**config.mk**
```make
export PLATFORM = sky130hd
export DESIGN_NAME = apb_uart_tx_completer
export DESIGN_NICKNAME = d
export VERILOG_FILES = /design/src/rtl/apb_uart_tx_completer.sv
export SDC_FILE = /design/constraint.sdc
export NUM_CORES = 1
export LEC_CHECK = 0
export ABC_AREA = 1
export CORE_MARGIN = 2
export CORE_UTILIZATION = 46
export DETAILED_ROUTE_END_ITERATION = 10
export PLACE_DENSITY_LB_ADDON = 0.08
export RECOVER_POWER = 100
export SLEW_MARGIN = 15
export SYNTH_ARGS = -nofsm -noshare
export SYNTH_HDL_FRONTEND = slang
export SYNTH_SLANG_ARGS = --single-unit
```
**constraint.sdc**
```tcl
create_clock -name clk -period 2.6 [get_ports clk]
set_clock_uncertainty 0.1 [all_clocks]
set_input_delay 0.65 -clock clk [delete_from_list [all_inputs] [get_ports clk]]
set_output_delay 0.65 -clock clk [all_outputs]
set_load 0.01 [all_outputs]
```
**src/rtl/apb_uart_tx_completer.sv**
```systemverilog
// rtl/apb_uart_tx_completer.sv - APB4 completer feeding a byte FIFO into an 8N1 UART transmitter.
// Wait states are inserted on TXDATA writes while the FIFO is full and the transmitter is enabled.
module apb_uart_tx_completer #(
    parameter int BAUD_DIV   = 868,
    parameter int FIFO_DEPTH = 8
) (
    input  logic        clk,
    input  logic        rst,
    input  logic        PSEL,
    input  logic        PENABLE,
    input  logic        PWRITE,
    input  logic [31:0] PADDR,
    input  logic [31:0] PWDATA,
    input  logic [3:0]  PSTRB,
    output logic [31:0] PRDATA,
    output logic        PREADY,
    output logic        PSLVERR,
    output logic        tx,
    output logic        irq_txe
);

    localparam int PW = (FIFO_DEPTH > 1) ? $clog2(FIFO_DEPTH) : 1;
    localparam int BW = (BAUD_DIV > 1) ? $clog2(BAUD_DIV) : 1;
    localparam logic [BW-1:0] BAUD_LAST = BW'(BAUD_DIV - 1);
    localparam logic [PW-1:0] PTR_LAST  = PW'(FIFO_DEPTH - 1);
    localparam logic [3:0]    DEPTH     = 4'(FIFO_DEPTH);

    typedef enum logic [1:0] {IDLE, START, DATA, STOP} state_t;

    logic [7:0]    mem [FIFO_DEPTH];
    logic [PW-1:0] wr_ptr, rd_ptr;
    logic [3:0]    count;
    logic          tx_en, irq_en;

    state_t        state, state_next;
    logic [BW-1:0] baud, baud_next;
    logic [2:0]    bit_cnt, bit_next;
    logic [7:0]    shift, shift_next;
    logic          pop;

    logic [1:0] reg_sel;
    logic       access, full, empty, busy;
    logic       wr_data_sel, stall, push, ctrl_wr, flush;

    function automatic logic [PW-1:0] ptr_inc(input logic [PW-1:0] p);
        return (p == PTR_LAST) ? '0 : p + 1'b1;
    endfunction

    assign reg_sel     = PADDR[3:2];
    assign access      = PSEL & PENABLE;
    assign full        = (count == DEPTH);
    assign empty       = (count == 4'd0);
    assign busy        = (state != IDLE);
    assign wr_data_sel = access & PWRITE & (reg_sel == 2'd0) & PSTRB[0];

    // Full FIFO count is registered, so a stalled write sees room only the cycle after a pop.
    assign stall   = wr_data_sel & full & tx_en;
    assign PREADY  = access & ~stall;
    assign ctrl_wr = PREADY & PWRITE & (reg_sel == 2'd2) & PSTRB[0];
    assign flush   = ctrl_wr & PWDATA[1];
    assign push    = PREADY & wr_data_sel & ~full & ~flush;
    assign PSLVERR = PREADY & ((reg_sel == 2'd3) |
                               ((reg_sel == 2'd1) & PWRITE) |
                               (wr_data_sel & full & ~tx_en));

    always_comb begin
        PRDATA = 32'h0;
        if (access && !PWRITE) begin
            case (reg_sel)
                2'd1:    PRDATA = {24'h0, count, 1'b0, busy, empty, full};
                2'd2:    PRDATA = {29'h0, irq_en, 1'b0, tx_en};
                default: PRDATA = 32'h0;
            endcase
        end
    end

    always_ff @(posedge clk) begin
        if (!rst) begin
            wr_ptr <= '0;
            rd_ptr <= '0;
            count  <= 4'd0;
            tx_en  <= 1'b1;
            irq_en <= 1'b0;
        end else begin
            if (ctrl_wr) begin
                tx_en  <= PWDATA[0];
                irq_en <= PWDATA[2];
            end
            if (flush) begin
                rd_ptr <= wr_ptr;
                count  <= 4'd0;
            end else begin
                if (push) wr_ptr <= ptr_inc(wr_ptr);
                if (pop)  rd_ptr <= ptr_inc(rd_ptr);
                count <= count + {3'b0, push} - {3'b0, pop};
            end
        end
    end

    always_ff @(posedge clk) begin
        if (push) mem[wr_ptr] <= PWDATA[7:0];
    end

    always_ff @(posedge clk) begin
        if (!rst) begin
            state   <= IDLE;
            baud    <= '0;
            bit_cnt <= 3'd0;
            shift   <= 8'h0;
        end else begin
            state   <= state_next;
            baud    <= baud_next;
            bit_cnt <= bit_next;
            shift   <= shift_next;
        end
    end

    always_comb begin
        state_next = state;
        baud_next  = baud;
        bit_next   = bit_cnt;
        shift_next = shift;
        pop        = 1'b0;
        case (state)
            IDLE: begin
                if (tx_en && !empty) begin
                    pop        = 1'b1;
                    shift_next = mem[rd_ptr];
                    baud_next  = BAUD_LAST;
                    state_next = START;
                end
            end
            START: begin
                if (baud == '0) begin
                    baud_next  = BAUD_LAST;
                    bit_next   = 3'd0;
                    state_next = DATA;
                end else begin
                    baud_next = baud - 1'b1;
                end
            end
            DATA: begin
                if (baud == '0) begin
                    baud_next  = BAUD_LAST;
                    shift_next = {1'b0, shift[7:1]};
                    if (bit_cnt == 3'd7) state_next = STOP;
                    else                 bit_next   = bit_cnt + 3'd1;
                end else begin
                    baud_next = baud - 1'b1;
                end
            end
            STOP: begin
                if (baud == '0) begin
                    // Back-to-back frames: the next start bit follows the stop bit directly.
                    if (tx_en && !empty) begin
                        pop        = 1'b1;
                        shift_next = mem[rd_ptr];
                        baud_next  = BAUD_LAST;
                        state_next = START;
                    end else begin
                        state_next = IDLE;
                    end
                end else begin
                    baud_next = baud - 1'b1;
                end
            end
            default: state_next = IDLE;
        endcase
    end

    assign tx      = (state == START) ? 1'b0 : (state == DATA) ? shift[0] : 1'b1;
    assign irq_txe = irq_en & empty & (state == IDLE);

    logic unused;
    assign unused = ^{PADDR[31:4], PADDR[1:0], PWDATA[31:8], PSTRB[3:1]};

endmodule

```
==> flow_summary.yaml <==
worst_setup_path:
  cp-start-kind: "primary input"
  path_class: "in -> reg"
  required_ns: 2.78
  critical_path.max_fanout: 2
  crit_path_end_kind: "flop"
  cp.arrival_ns: 2.71
clocking:
  clkTransAtPathRegs_ns: 0.10
  cts_tree: "done"
  cts-root-buf: "clkbuf_8"
  htree_num_levels: 3
  clock_latency_ns: 0.38
  clock_sinks: 102
  clock_path_buffers: 2
  cts_buffers: 9
final_layout:
  nFillCells: 1011
  post_route_cells_drive_above_1_share_pct: 16.6
  diodes: 0
  fin_util_pct: 55.1
  postLayoutCellArea_um2: 5980
  area_delta_synth_final_pct: 16.7
  layout_commonest_cell: "nand2_1"
  final_cell_mix: "nand2_1, nand3_1, edfxtp_1"
  nNetsFinal: 735
floorplan:
  die_w_um: 110
  core_um2: 10800
  die_area_um2: 12000
  pin_count: 109
  rows: 38
  die_height_um: 110
  initial_core_util_pct: 47.3
placement:
  gp_congestion: 0.868
  dpl-instance-area_um2: 5720
  hpwl_mm: 7.51
  port_buffers: 26
synth:
  yosys.area.top_type_share_pct: 37.5
  synth-xor-area-share_pct: 0.513
  synthMuxAreaShare_pct: 0
  synth-warning-count: 0
  synth_top_family_by_area: "simple AND/OR/NAND/NOR gates"
  synthesis.area_um2: 5120
  syn_avg_cell_area_um2: 8.85
  yosysUniqueCellTypes: 34
  yosys.area_share.simple_pct: 26.0
  synth_top_area_cell: "edfxtp_1"
  ys_ff_latch: 102
  synth_fa_ha_area_share_pct: 5.76
  ys_seq_area_share_pct: 52.3
  synth_cells: 579
  synth_compound_area_share_pct: 6.40
  synth_area_leaders: "edfxtp_1, dfxtp_1, nand2_1"
power_and_ir_drop:
  total_power_uw: 5420
  switchingPower_uw: 2200
  clkPwrFrac_pct: 19.2
  peakVddDrop_v: 0.000496
  swShare_pct: 40.6
  seq_power_share_pct: 38.0
  power.density_nw_per_um2: 907
  p_int_uw: 3220
  power_frac_comb_pct: 42.8
  p_leak_uw: 0.00248
timing:
  rsz0062_at_grt: "true"
  drv_slew: 0
  relSlewSlack_pct: 61.0
  worst_pin_slew_ns: 0.585
  hold_viol: 0
  setup_viol: 0
  fmax_mhz: 396
  finalCriticalPeriod_ns: 2.52
  finalCritPeriodShare_pct: 97.1
route:
  wl_per_cell_um: 14.1
  drtIter0Drc: 256
  vias_per_cell: 5.04
  drt_first_pass_iters: 4
  drc_errors: 0
  wirelength_mm: 11.1
  vias: 3948
  ant_nets: 0
hold_path:
  min-delay-path-class: "reg -> reg"
grt:
  grt_use_total_pct: 19.8
  grt_max_degree: 33
  grt_pass1_vias: 3642
  gr-total-overflow: 0
  antenna_found_initial: 0
  grt_pass1_wl_mm: 17.9
run_status:
  status: "completed"
job:
  cap_violations: 0
-- cell usage after synthesis --
cell type and instances:
nand2_1 132, buf_1 2, buf_4 25, nor3_1 18, buf_6 1, conb_1 1, nand3_1 71, nand4_1 6
o211ai_1 1, xor2_1 3, nand2_2 4, a211oi_1 2, a22oi_1 2, nand3_2 1, a21oi_1 35, inv_1 46
edfxtp_1 64, o21ai_2 1, o21ai_0 18, clkbuf_1 8, inv_2 4, o22ai_1 1, nor2_1 52, nor2_2 3
nand2_4 2, nor2_4 2, nand4_4 1, fa_1 1, o211a_1 1, dfxtp_1 38, nand3_4 1, ha_1 22
buf_2 7, or2_2 3
-- layout make-up --
cell class | instances | area, um2 | area share [%]
flip-flops and latches | 102 | 2690 | 44.9
clock inverters | 6 | 75.1 | 1.26
clock buffers | 10 | 128 | 2.13
multi-input cells | 408 | 2200 | 36.7
well taps | 140 | 175 | 2.93
repair buffers | 68 | 532 | 8.89
inverters | 50 | 188 | 3.14
-- worst max-delay path, stage by stage --
cell and delay, ns:
dlygate4sd2_1 0.25, inv_2 0.07, ha_4 0.14, nand3_4 0.07, nor2_4 0.10, nand3_2 0.09
buf_6 0.14, nand4_4 0.07, nand2_4 0.06, ha_4 0.23, inv_1 0.05, ha_2 0.17
inv_2 0.04, fa_2 0.52, nor2_1 0.04
-- routing by layer --
| layer | wire [um] | vias up | global-route usage [%] |
|---|---|---|---|
| met1 | 5500 | 1853 | 27.9 |
| met4 | 169 | 0 | 6.51 |
| met2 | 4990 | 77 | 30.3 |
| met3 | 424 | 14 | 4.33 |
| li1 | - | 2004 | - |
| met5 | 0 | - | 0 |
-- state kept, by name (all words and copies together), names as in the netlist, 2 cells and up, named ones only --
register  flops
baud         10
bit_cnt       3
count         4
mem          64
rd_ptr        3
shift         8
state         2
wr_ptr        3
-- logic make-up (layout without fill, tap and decap cells) --
kind of cell | after synthesis | after routing
AOI/OAI and AO/OA | 61 | 61
and+or+nand+nor | 296 | 296
xor gates and xnor gates | 3 | 3
other | 1 | 25
buffers and inverters | 93 | 134
DFF | 102 | 102
adders and majority gates | 23 | 23
-- path summary, 6_finish.rpt --
check | start | end | slack (ns) | depth (start not counted)
hold / removal | shift[3] | shift[3] | 0.37 | 2
hold reg to reg | shift[3] | shift[3] | 0.37 | 2
setup reg to reg | baud[1] | count[1] | 0.12 | 14
setup / recovery | PADDR[2] | count[1] | 0.08 | 15
-- repair_timing --
| action | CTS | global route |
|---|---|---|
| setup buffers | 4 | 2 |
| hold buffers | 0 | 0 |
| endpoints found under the setup margin | 14 | 70 |
| resized for setup | 55 | 11 |
| pin swaps | 6 | 4 |
-- power by group through the flow --
| stage | Clock [uW] | Sequential (uW) | Combinational, uW |
|---|---|---|---|
| 2_1_floorplan | 0 | 2030 | 1820 |
| 3_3_place_gp | 0 | 2090 | 2280 |
| 3_5_place_dp | 0 | 2090 | 2330 |
| 4_1_cts | 1070 | 2060 | 2340 |
| 5_1_grt | 1120 | 2080 | 2660 |
| 6_report | 1040 | 2060 | 2320 |
-- metrics by stage --
stage	instances	TNS, ns	hold WS, ns	worst slack (ns)
floorplan	603	-0.0365	0.334	-0.0365
finish	784	0	0.373	0.0754
CTS	782	0	0.377	0.00649
global route	784	-0.0179	0.397	-0.0179
global placement	762	-28.23	0.347	-0.554
detailed placement	762	-31.26	0.362	-0.602
Note: power is estimated with default switching activity, not from simulation.
